$ cat src/rtl/fire_mon_pkg.sv
// rtl/fire_mon_pkg.sv - state encoding, fault codes and defaults for fire_pulse_monitor
package fire_mon_pkg;

    typedef enum logic [1:0] {
        ST_IDLE    = 2'd0,
        ST_REQ     = 2'd1,
        ST_HOLDOFF = 2'd2,
        ST_FAULT   = 2'd3
    } state_t;

    localparam logic [2:0] FC_NONE     = 3'd0;
    localparam logic [2:0] FC_LOCKED   = 3'd1;
    localparam logic [2:0] FC_WIDTH    = 3'd2;
    localparam logic [2:0] FC_EARLY    = 3'd3;
    localparam logic [2:0] FC_TIMEOUT  = 3'd4;
    localparam logic [2:0] FC_SPURIOUS = 3'd5;
    localparam logic [2:0] FC_LOCK_REQ = 3'd6;

    localparam int DEF_HOLDOFF_CYCLES = 1000;
    localparam int DEF_ACK_TIMEOUT    = 256;

    // Coincident violations resolve to a single code, most safety-relevant first.
    function automatic logic [2:0] pick_fault(
        input logic lock_rise_req,
        input logic locked_pulse,
        input logic width_viol,
        input logic early_pulse,
        input logic ack_timeout,
        input logic spurious_done
    );
        logic [2:0] code;
        code = FC_NONE;
        if (lock_rise_req)      code = FC_LOCK_REQ;
        else if (locked_pulse)  code = FC_LOCKED;
        else if (width_viol)    code = FC_WIDTH;
        else if (early_pulse)   code = FC_EARLY;
        else if (ack_timeout)   code = FC_TIMEOUT;
        else if (spurious_done) code = FC_SPURIOUS;
        return code;
    endfunction

endpackage

$ cat src/rtl/fire_mon_timer.sv
// rtl/fire_mon_timer.sv - loadable down-counter shared by ack timeout and holdoff
module fire_mon_timer #(
    parameter int W = 8
) (
    input  logic         clk,
    input  logic         rst_n,
    input  logic         load,
    input  logic [W-1:0] load_val,
    output logic         zero
);

    logic [W-1:0] cnt_q;

    // Counts down and parks at zero until the next load.
    always_ff @(posedge clk or negedge rst_n) begin
        if (!rst_n) begin
            cnt_q <= '0;
        end else if (load) begin
            cnt_q <= load_val;
        end else if (cnt_q != '0) begin
            cnt_q <= cnt_q - W'(1);
        end
    end

    assign zero = (cnt_q == '0);

endmodule

$ cat src/rtl/fire_pulse_monitor.sv
// rtl/fire_pulse_monitor.sv - enable_fire protocol checker and actuator handshake; FIRE_MON_COUNTER_EN enables cmd_count
module fire_pulse_monitor
    import fire_mon_pkg::*;
#(
    parameter int HOLDOFF_CYCLES = DEF_HOLDOFF_CYCLES,
    parameter int ACK_TIMEOUT    = DEF_ACK_TIMEOUT,
    parameter int CNT_W          = 16
) (
    input  logic             clk,
    input  logic             rst_n,
    input  logic             enable_fire,
    input  logic             manual_lock,
    input  logic             act_done,
    input  logic             fault_clr,
    output logic             act_req,
    output logic             busy,
    output logic             fault,
    output logic [2:0]       fault_code,
    output logic [CNT_W-1:0] cmd_count
);

    localparam int TMR_MAX = (HOLDOFF_CYCLES > ACK_TIMEOUT) ? HOLDOFF_CYCLES : ACK_TIMEOUT;
    localparam int TMR_W   = ($clog2(TMR_MAX) > 0) ? $clog2(TMR_MAX) : 1;
    localparam logic [TMR_W-1:0] ACK_LOAD  = TMR_W'(ACK_TIMEOUT - 1);
    localparam logic [TMR_W-1:0] HOLD_LOAD = TMR_W'(HOLDOFF_CYCLES - 1);

    state_t             state_q;
    state_t             next_state;
    logic               prev_ef_q;
    logic               prev_lock_q;
    logic [2:0]         fault_code_q;
    logic [2:0]         viol_code;
    logic               in_req;
    logic               in_hold;
    logic               in_fault;
    logic               accept;
    logic               load_hold;
    logic               tmr_load;
    logic [TMR_W-1:0]   tmr_load_val;
    logic               tmr_zero;

    assign in_req   = (state_q == ST_REQ);
    assign in_hold  = (state_q == ST_HOLDOFF);
    assign in_fault = (state_q == ST_FAULT);

    assign viol_code = in_fault ? FC_NONE : pick_fault(
        in_req && manual_lock && !prev_lock_q,
        enable_fire && manual_lock,
        enable_fire && prev_ef_q,
        enable_fire && (in_req || in_hold),
        in_req && tmr_zero && !act_done,
        act_done && !in_req
    );

    always_ff @(posedge clk or negedge rst_n) begin
        if (!rst_n) begin
            state_q     <= ST_IDLE;
            prev_ef_q   <= 1'b0;
            prev_lock_q <= 1'b0;
        end else begin
            state_q     <= next_state;
            prev_ef_q   <= enable_fire;
            prev_lock_q <= manual_lock;
        end
    end

    // Any violation outranks the normal transition out of the current state.
    always_comb begin
        next_state = state_q;
        accept     = 1'b0;
        load_hold  = 1'b0;
        case (state_q)
            ST_IDLE: begin
                if (viol_code != FC_NONE) begin
                    next_state = ST_FAULT;
                end else if (enable_fire) begin
                    accept     = 1'b1;
                    next_state = ST_REQ;
                end
            end
            ST_REQ: begin
                if (viol_code != FC_NONE) begin
                    next_state = ST_FAULT;
                end else if (act_done) begin
                    load_hold  = 1'b1;
                    next_state = ST_HOLDOFF;
                end
            end
            ST_HOLDOFF: begin
                if (viol_code != FC_NONE) begin
                    next_state = ST_FAULT;
                end else if (tmr_zero) begin
                    next_state = ST_IDLE;
                end
            end
            ST_FAULT: begin
                if (fault_clr && !enable_fire && !manual_lock) begin
                    next_state = ST_IDLE;
                end
            end
            default: next_state = ST_IDLE;
        endcase
    end

    always_comb begin
        act_req = 1'b0;
        busy    = 1'b0;
        fault   = 1'b0;
        case (state_q)
            ST_REQ: begin
                act_req = 1'b1;
                busy    = 1'b1;
            end
            ST_HOLDOFF: busy  = 1'b1;
            ST_FAULT:   fault = 1'b1;
            default: ;
        endcase
    end

    // Only the first cause is captured; the code is frozen while faulted.
    always_ff @(posedge clk or negedge rst_n) begin
        if (!rst_n) begin
            fault_code_q <= FC_NONE;
        end else if (!in_fault && next_state == ST_FAULT) begin
            fault_code_q <= viol_code;
        end else if (in_fault && next_state == ST_IDLE) begin
            fault_code_q <= FC_NONE;
        end
    end

    assign fault_code = fault_code_q;

    assign tmr_load     = accept || load_hold;
    assign tmr_load_val = load_hold ? HOLD_LOAD : ACK_LOAD;

    fire_mon_timer #(
        .W (TMR_W)
    ) u_timer (
        .clk      (clk),
        .rst_n    (rst_n),
        .load     (tmr_load),
        .load_val (tmr_load_val),
        .zero     (tmr_zero)
    );

`ifdef FIRE_MON_COUNTER_EN
    logic [CNT_W-1:0] cnt_q;

    always_ff @(posedge clk or negedge rst_n) begin
        if (!rst_n) begin
            cnt_q <= '0;
        end else if (accept) begin
            cnt_q <= cnt_q + CNT_W'(1);
        end
    end

    assign cmd_count = cnt_q;
`else
    assign cmd_count = '0;
`endif

endmodule

$ cat config.mk
export PLATFORM = sky130hd
export DESIGN_NAME = fire_pulse_monitor
export DESIGN_NICKNAME = d
export VERILOG_FILES = /design/src/rtl/fire_mon_pkg.sv /design/src/rtl/fire_mon_timer.sv /design/src/rtl/fire_pulse_monitor.sv
export SDC_FILE = /design/constraint.sdc
export NUM_CORES = 1
export LEC_CHECK = 0
export BUFFER_PORTS_ARGS = -buffer_cell sky130_fd_sc_hd__buf_2
export CORE_UTILIZATION = 54
export CTS_CLUSTER_DIAMETER = 60
export DETAILED_ROUTE_END_ITERATION = 6
export PLACE_DENSITY = 0.9
export SLEW_MARGIN = 30
export SYNTH_ARGS = -nofsm -noshare
export SYNTH_HDL_FRONTEND = slang
export SYNTH_SLANG_ARGS = --single-unit
$ cat constraint.sdc
create_clock -name clk -period 2.65 [get_ports clk]
set_input_delay 0.1325 -clock clk [delete_from_list [all_inputs] [get_ports clk]]
set_output_delay 0.1325 -clock clk [all_outputs]
set_load 0.02 [all_outputs]
# Yosys cells after proc, flatten, opt, wreduce, memory -nomap -nowiden
# Index checks and enable logic that the tools add are counted.
word_totals:
  mem_bits_ro: 0
  out_inout_bits: 22
  n_memories: 0
  reg_bits: 17
  ram_bits: 0
  latch_bits: 0
  in_bits: 6
classes:
  magnitude_cmp: 0
  addsub: 1
  shift: 0
  div: 0
  multipliers: 0
  n_reduce_logical: 28
  n_eq_ne: 4
  n_mux: 29
  bitwise: 0
op_table:
  columns: ["cell", "n"]
  rows:
  - ["$mux 10", 3]
  - ["$mux 3", 9]
  - ["$mux 2", 7]
  - ["$logic_and 1x1->1", 12]
  - ["$logic_not 10->1", 1]
  - ["$reduce_bool 10->1", 1]
  - ["$sub 10x1->10 const B", 1]
  - ["$mux 1", 9]
  - ["$pmux 2 s4", 1]
  - ["$eq 2x2->1 const B", 3]
  - ["$logic_not 1->1", 6]
  - ["$logic_not 2->1", 2]
  - ["$reduce_bool 2->1", 2]
  - ["$reduce_bool 3->1", 1]
  - ["$eq 2x1->1 const B", 1]
  - ["$logic_or 1x1->1", 2]
  - ["$reduce_or 2->1", 1]

# Logic depth before layout (Yosys ltp)
depth:
  word_depth: 17
  ltp_mapped: 8
  mapped_depth_nobuf: 7

# By module
# A second synthesis with hierarchy kept.
unflattened:
  cells_unflattened: 150
  hier_area_um2: 1293.7
modules_own_cells:
  columns: ["module", "seq_area_each_um2", "instances", "area_each_um2", "cells_per_inst"]
  rows:
  - ["fire_pulse_monitor", 175.2, 1, 699.4, 83]
  - ["fire_mon_timer", 250.2, 1, 594.3, 67]

# Worst setup path before layout
# Ideal clock, no wire load.
synth_path:
  kind: "reg-to-reg"
  startpoint: "reg state_q[0]"
  endpoint: "reg fault_code_q[0], in the netlist fault_code[0]"
  path_slack_ns: 0.428
  setup_ns: 0.104
  arrival_time_ns: 2.118
  stages_incl_launch_ff: 8
  t_required_ns: 2.546
  cell_sequence: "dfrtp_1 inv_1 ha_1 o31a_1 nor3_1 o32ai_2 a31o_1 a221oi_1"
synth_between:
  elab_chain_len: 16
  word_cells_on_any_way: 35
  classes_between: "4 x eq/ne; 16 x mux; 15 x reduce/logical"
synth_lines:
  columns: ["item", "line", "rtl"]
  rows:
  - ["start, declared", "fire_pulse_monitor.sv:27", "state_t state_q;"]
  - ["start signal, assigned", "fire_pulse_monitor.sv:61", "state_q <= next_state;"]
  - ["$eq 2x1->1", "fire_pulse_monitor.sv:42, fire_pulse_monitor.sv:72", null]
  - ["$logic_not 1->1", "fire_pulse_monitor.sv:52", "act_done && !in_req"]
  - ["$logic_and 1x1->1", "fire_pulse_monitor.sv:52", null]
  - ["$mux 3", "fire_mon_pkg.sv:38", "else if (spurious_done) code = FC_SPURIOUS;"]
  - ["$mux 3", "fire_mon_pkg.sv:37", "else if (ack_timeout) code = FC_TIMEOUT;"]
  - ["$mux 3", "fire_mon_pkg.sv:36", "else if (early_pulse) code = FC_EARLY;"]
  - ["$mux 3", "fire_mon_pkg.sv:35", "else if (width_viol) code = FC_WIDTH;"]
  - ["$mux 3", "fire_mon_pkg.sv:34", "else if (locked_pulse) code = FC_LOCKED;"]
  - ["$mux 3", "fire_mon_pkg.sv:33", "if (lock_rise_req) code = FC_LOCK_REQ;"]
  - ["$mux 3", "fire_pulse_monitor.sv:46", "assign viol_code = in_fault ? FC_NONE : pick_fault("]
  - ["$reduce_bool 3->1", "fire_pulse_monitor.sv:74, fire_pulse_monitor.sv:82, fire_pulse_monitor.sv:90", null]
  - ["$mux 2 (on tied branches)", "fire_pulse_monitor.sv:90, fire_pulse_monitor.sv:74, fire_pulse_monitor.sv:82", null]
  - ["$pmux 2 s4", "fire_pulse_monitor.sv:72", "case (state_q)"]
  - ["$eq 2x2->1 or $logic_not 2->1 (tied branches)", "fire_pulse_monitor.sv:124, fire_pulse_monitor.sv:126", null]
  - ["$logic_and 1x1->1 (on tied branches)", "fire_pulse_monitor.sv:124, fire_pulse_monitor.sv:126", null]
  - ["$mux 3 or $reduce_bool 2->1 (tied branches)", null, null]
  - ["end signal, assigned", "fire_pulse_monitor.sv:125", "fault_code_q <= viol_code;"]
  - ["end, declared", "fire_pulse_monitor.sv:31", "logic [2:0] fault_code_q;"]
# Parallel ways exist; a longest one is shown, timed or not.
# A chain may end at the register's enable or synchronous reset.

# Worst setup path after layout
# Ends and elaborated chain as after synthesis.

==> summary.md <==
| Metric | Value |
|---|---|
| Rel. slew slack | `0.617` |
| Worst-path clk slew | `100 ps` |
| Initial core utilization | `0.581` |
| CTS tree | `done` |
| Yosys reg bits | `17` |
| Global placer's final weighted congestion | `0.863` |
| Commonest cells after routing, fill and taps aside | `17 x dfrtp_1, 16 x conb_1, 13 x nor2_1` |
| Final Hold Viols | `0` |
| Post-DR wirelength/cell | `14.0 microns` |
| CTS Root Cell | `clkbuf_4` |
| RSZ-0062 raised after global routing | `false` |
| Port buffer count | `11` |
| Worst EP arrival | `2630 ps` |
| Layout Cells excl Fill | `188` |
| CP Data Required Time | `approximately 2800 ps` |
| Register area share after synthesis | `0.328` |
| Num ports | `28` |
| Max IR drop VDD | `0.000658 V` |
| Die area | `between 0.002 and 0.003 sq mm` |
| Primary FF master, synth | `dfrtp_1` |
| Post-Syn Instances | `145` |
| Ys async rst share | `1.00` |
| Clock latency at the later pin of the worst-skew pair | `290 ps` |
| Max-cap violation count | `0` |
| Tot GR Track Use | `0.232` |
| Grt ovf | `0` |
| Placed inst area | `0.00132 sq mm` |
| Post-DP HPWL | `1980 microns` |
| Post-Place Setup Slack | `221 ps` |
| Worst-case clock buffer depth | `2` |
| Total wire length | `2640 microns` |
| Largest net degree at the start of global routing | `18` |
| Final Cycle Share | `0.933` |
| Final Instance Area | `roughly 0.0014 sq mm` |
| Residual DRC | `0` |
| Hold/Removal Path Class | `in2reg` |
| WHS | `35.8 ps` |
| Vias/cell | `5.96` |
| Area delta synth->final | `5.30%` |
| CTS H-tree lvls | `1` |
| WS Path Type | `reg2reg` |
| Proportion of layout cells with a drive suffix above 1 | `0.156` |
| Num CTS Buffers | `3` |
| Antenna Nets Post-Route | `0` |
| Number of global-route vias before repair | `1039` |
| Final setup fails | `0` |
| Commonest non-fill, non-tap cell in the layout | `dfrtp_1` |
| Pwr/cell area | `1240 mW/mm^2` |
| Std-Cell Rows | `17` |
| Run status | `complete, no violations` |
| Area of the mapped netlist | `0.00130 sq mm` |
| Setup TNS | `0 ps` |
| Post-CTS setup buffers | `0` |
| Die Y-Extent | `51.0 microns` |
| Initial antenna violation count | `0` |
| Number of antenna diodes | `0` |
| Drt first pass iters | `4` |
| CP startpoint kind | `register` |
| Clock Sinks | `17` |
| Nets | `between 150 and 200` |
| Crit path max fanout | `9` |
| Placed cell count | `182` |
| Leak | `0.590 nW` |
| Critical Path Sink Type | `register` |
| Max Fclk | `404 MHz` |
| Die Span X | `51.0 microns` |
| Vias | `1121` |
| Final worst slack | `between 150 and 200 ps` |
| Netlist cell types | `41` |
| Max-slew violations | `0` |
| First-pass GRT wire length | `4530 microns` |
| Post-Syn Area per Cell | `about 8.9 sq um` |
| Clk_skew | `1.92 ps` |
| Minimum clock period | `between 2000 and 2500 ps` |
| Number of DRC markers in iteration 0 | `23` |
| Yosys Warn Count | `0` |
| Slew @ Worst Pin | `575 ps` |
| Post-synth EDFFs | `0` |
| Core Box Area | `0.00223 sq mm` |
==> metal layers <==
| layer | up-vias | track usage | routed length, microns |
|---|---|---|---|
| li1 | 525 | - | - |
| met1 | 547 | 0.293 | 1150 |
| met2 | 41 | 0.390 | 1310 |
| met3 | 8 | 0.0268 | 113 |
| met4 | 0 | 0.116 | 67 |
| met5 | - | 0 | 0 |
==> cell families (layout without fill, tap and decap cells) <==
family                   count (synthesis)  after routing  share of synthesized area
flip-flops                              17             17                      0.328
other                                    1             16                    0.00289
adder cells (fa/ha/maj)                  6              6                     0.0579
buffers and inverters                   23             23                      0.116
AND/OR/NAND/NOR                         56             56                      0.234
XOR/XNOR                                 7              7                     0.0473
AO/OA/AOI/OAI                           35             35                      0.214
==> per-stage QoR <==
| step | utilization | total power, mW |
|---|---|---|
| after floorplan | - | 1.32 |
| after detailed placement | 0.591 | 1.54 |
| final | 0.612 | 1.70 |
| after global routing | 0.612 | 1.84 |
| after CTS | 0.612 | 1.69 |
| after global placement | 0.591 | 1.48 |
==> cell type report <==
| class | instances | area (sq um) |
|---|---|---|
| Inverter | 5 | 18.8 |
| Sequential cell | 17 | 425 |
| Clock buffer | 4 | 26.3 |
| Tap cell | 28 | 35.0 |
| Fill cell | 197 | 867 |
| Timing Repair Buffer | 14 | 82.6 |
| Multi-Input combinational cell | 120 | 778 |
==> synthesized netlist by cell type, types with 2 or more instances <==
cell	n	share of area
nand2_1	12	0.035
and3_1	2	0.0096
a311oi_1	3	0.020
a21oi_1	3	0.012
a221oi_1	4	0.027
or3_1	2	0.0096
o211ai_1	2	0.012
xnor2_1	2	0.014
xor2_1	5	0.034
nor2_1	13	0.038
buf_4	17	0.098
nor3_1	5	0.019
inv_1	5	0.014
nor2b_1	4	0.019
o21a_1	4	0.023
o21ai_0	6	0.023
nand3_1	5	0.019
o41ai_1	3	0.020
or2_2	4	0.019
dfrtp_1	17	0.33
ha_1	6	0.058
nand2b_1	2	0.0096
==> power by group <==
part / switching, mW / total (mW) / leakage (nW) / internal [mW]
clock: 0.0817 / 0.140 / 0.0150 / 0.0586
sequential: 0.123 / 0.500 / 0.191 / 0.377
combinational: 0.621 / 1.06 / 0.384 / 0.435
total: 0.826 / 1.70 / 0.590 / 0.870
==> path summary, 6_finish.rpt <==
| check | startpoint | endpoint | slack, ps | cells after the start |
|---|---|---|---|---|
| min in group asynchronous | rst_n | prev_ef_q$_DFF_PN0_ | 290 | 2 |
| worst min register to register | u_timer.cnt_q[7]$_DFFE_PN0P_ | u_timer.cnt_q[7]$_DFFE_PN0P_ | 570 | 2 |
| worst max register to register | state_q[0]$_DFF_PN0_ | fault_code[0]$_DFFE_PN0P_ | 180 | 7 |
| worst max-delay path | state_q[0]$_DFF_PN0_ | fault_code[0]$_DFFE_PN0P_ | 180 | 7 |
| worst min-delay path | enable_fire | prev_ef_q$_DFF_PN0_ | 40 | 1 |
| max in group asynchronous | rst_n | u_timer.cnt_q[3]$_DFFE_PN0P_ | 2090 | 2 |
==> what timing repair did <==
| item | CTS | global route |
|---|---|---|
| resized for setup | 0 | 0 |
| hold endpoints to repair | 18 | 0 |
| hold buffers | 2 | 0 |
==> registers in the layout, indices dropped and copies added (netlist names) <==
signal,flops
u_timer.cnt_q,10
prev_ef_q,1
fault_code,3
prev_lock_q,1
state_q,2
==> critical path: stages (launching register included) <==
cell	delay [ps]
dfrtp_1	420
inv_1	100
ha_1	340
o31a_1	270
nor3_1	390
o32ai_2	240
o41ai_1	440
a221oi_1	140
No activity file was read; power rests on OpenSTA's default activity.
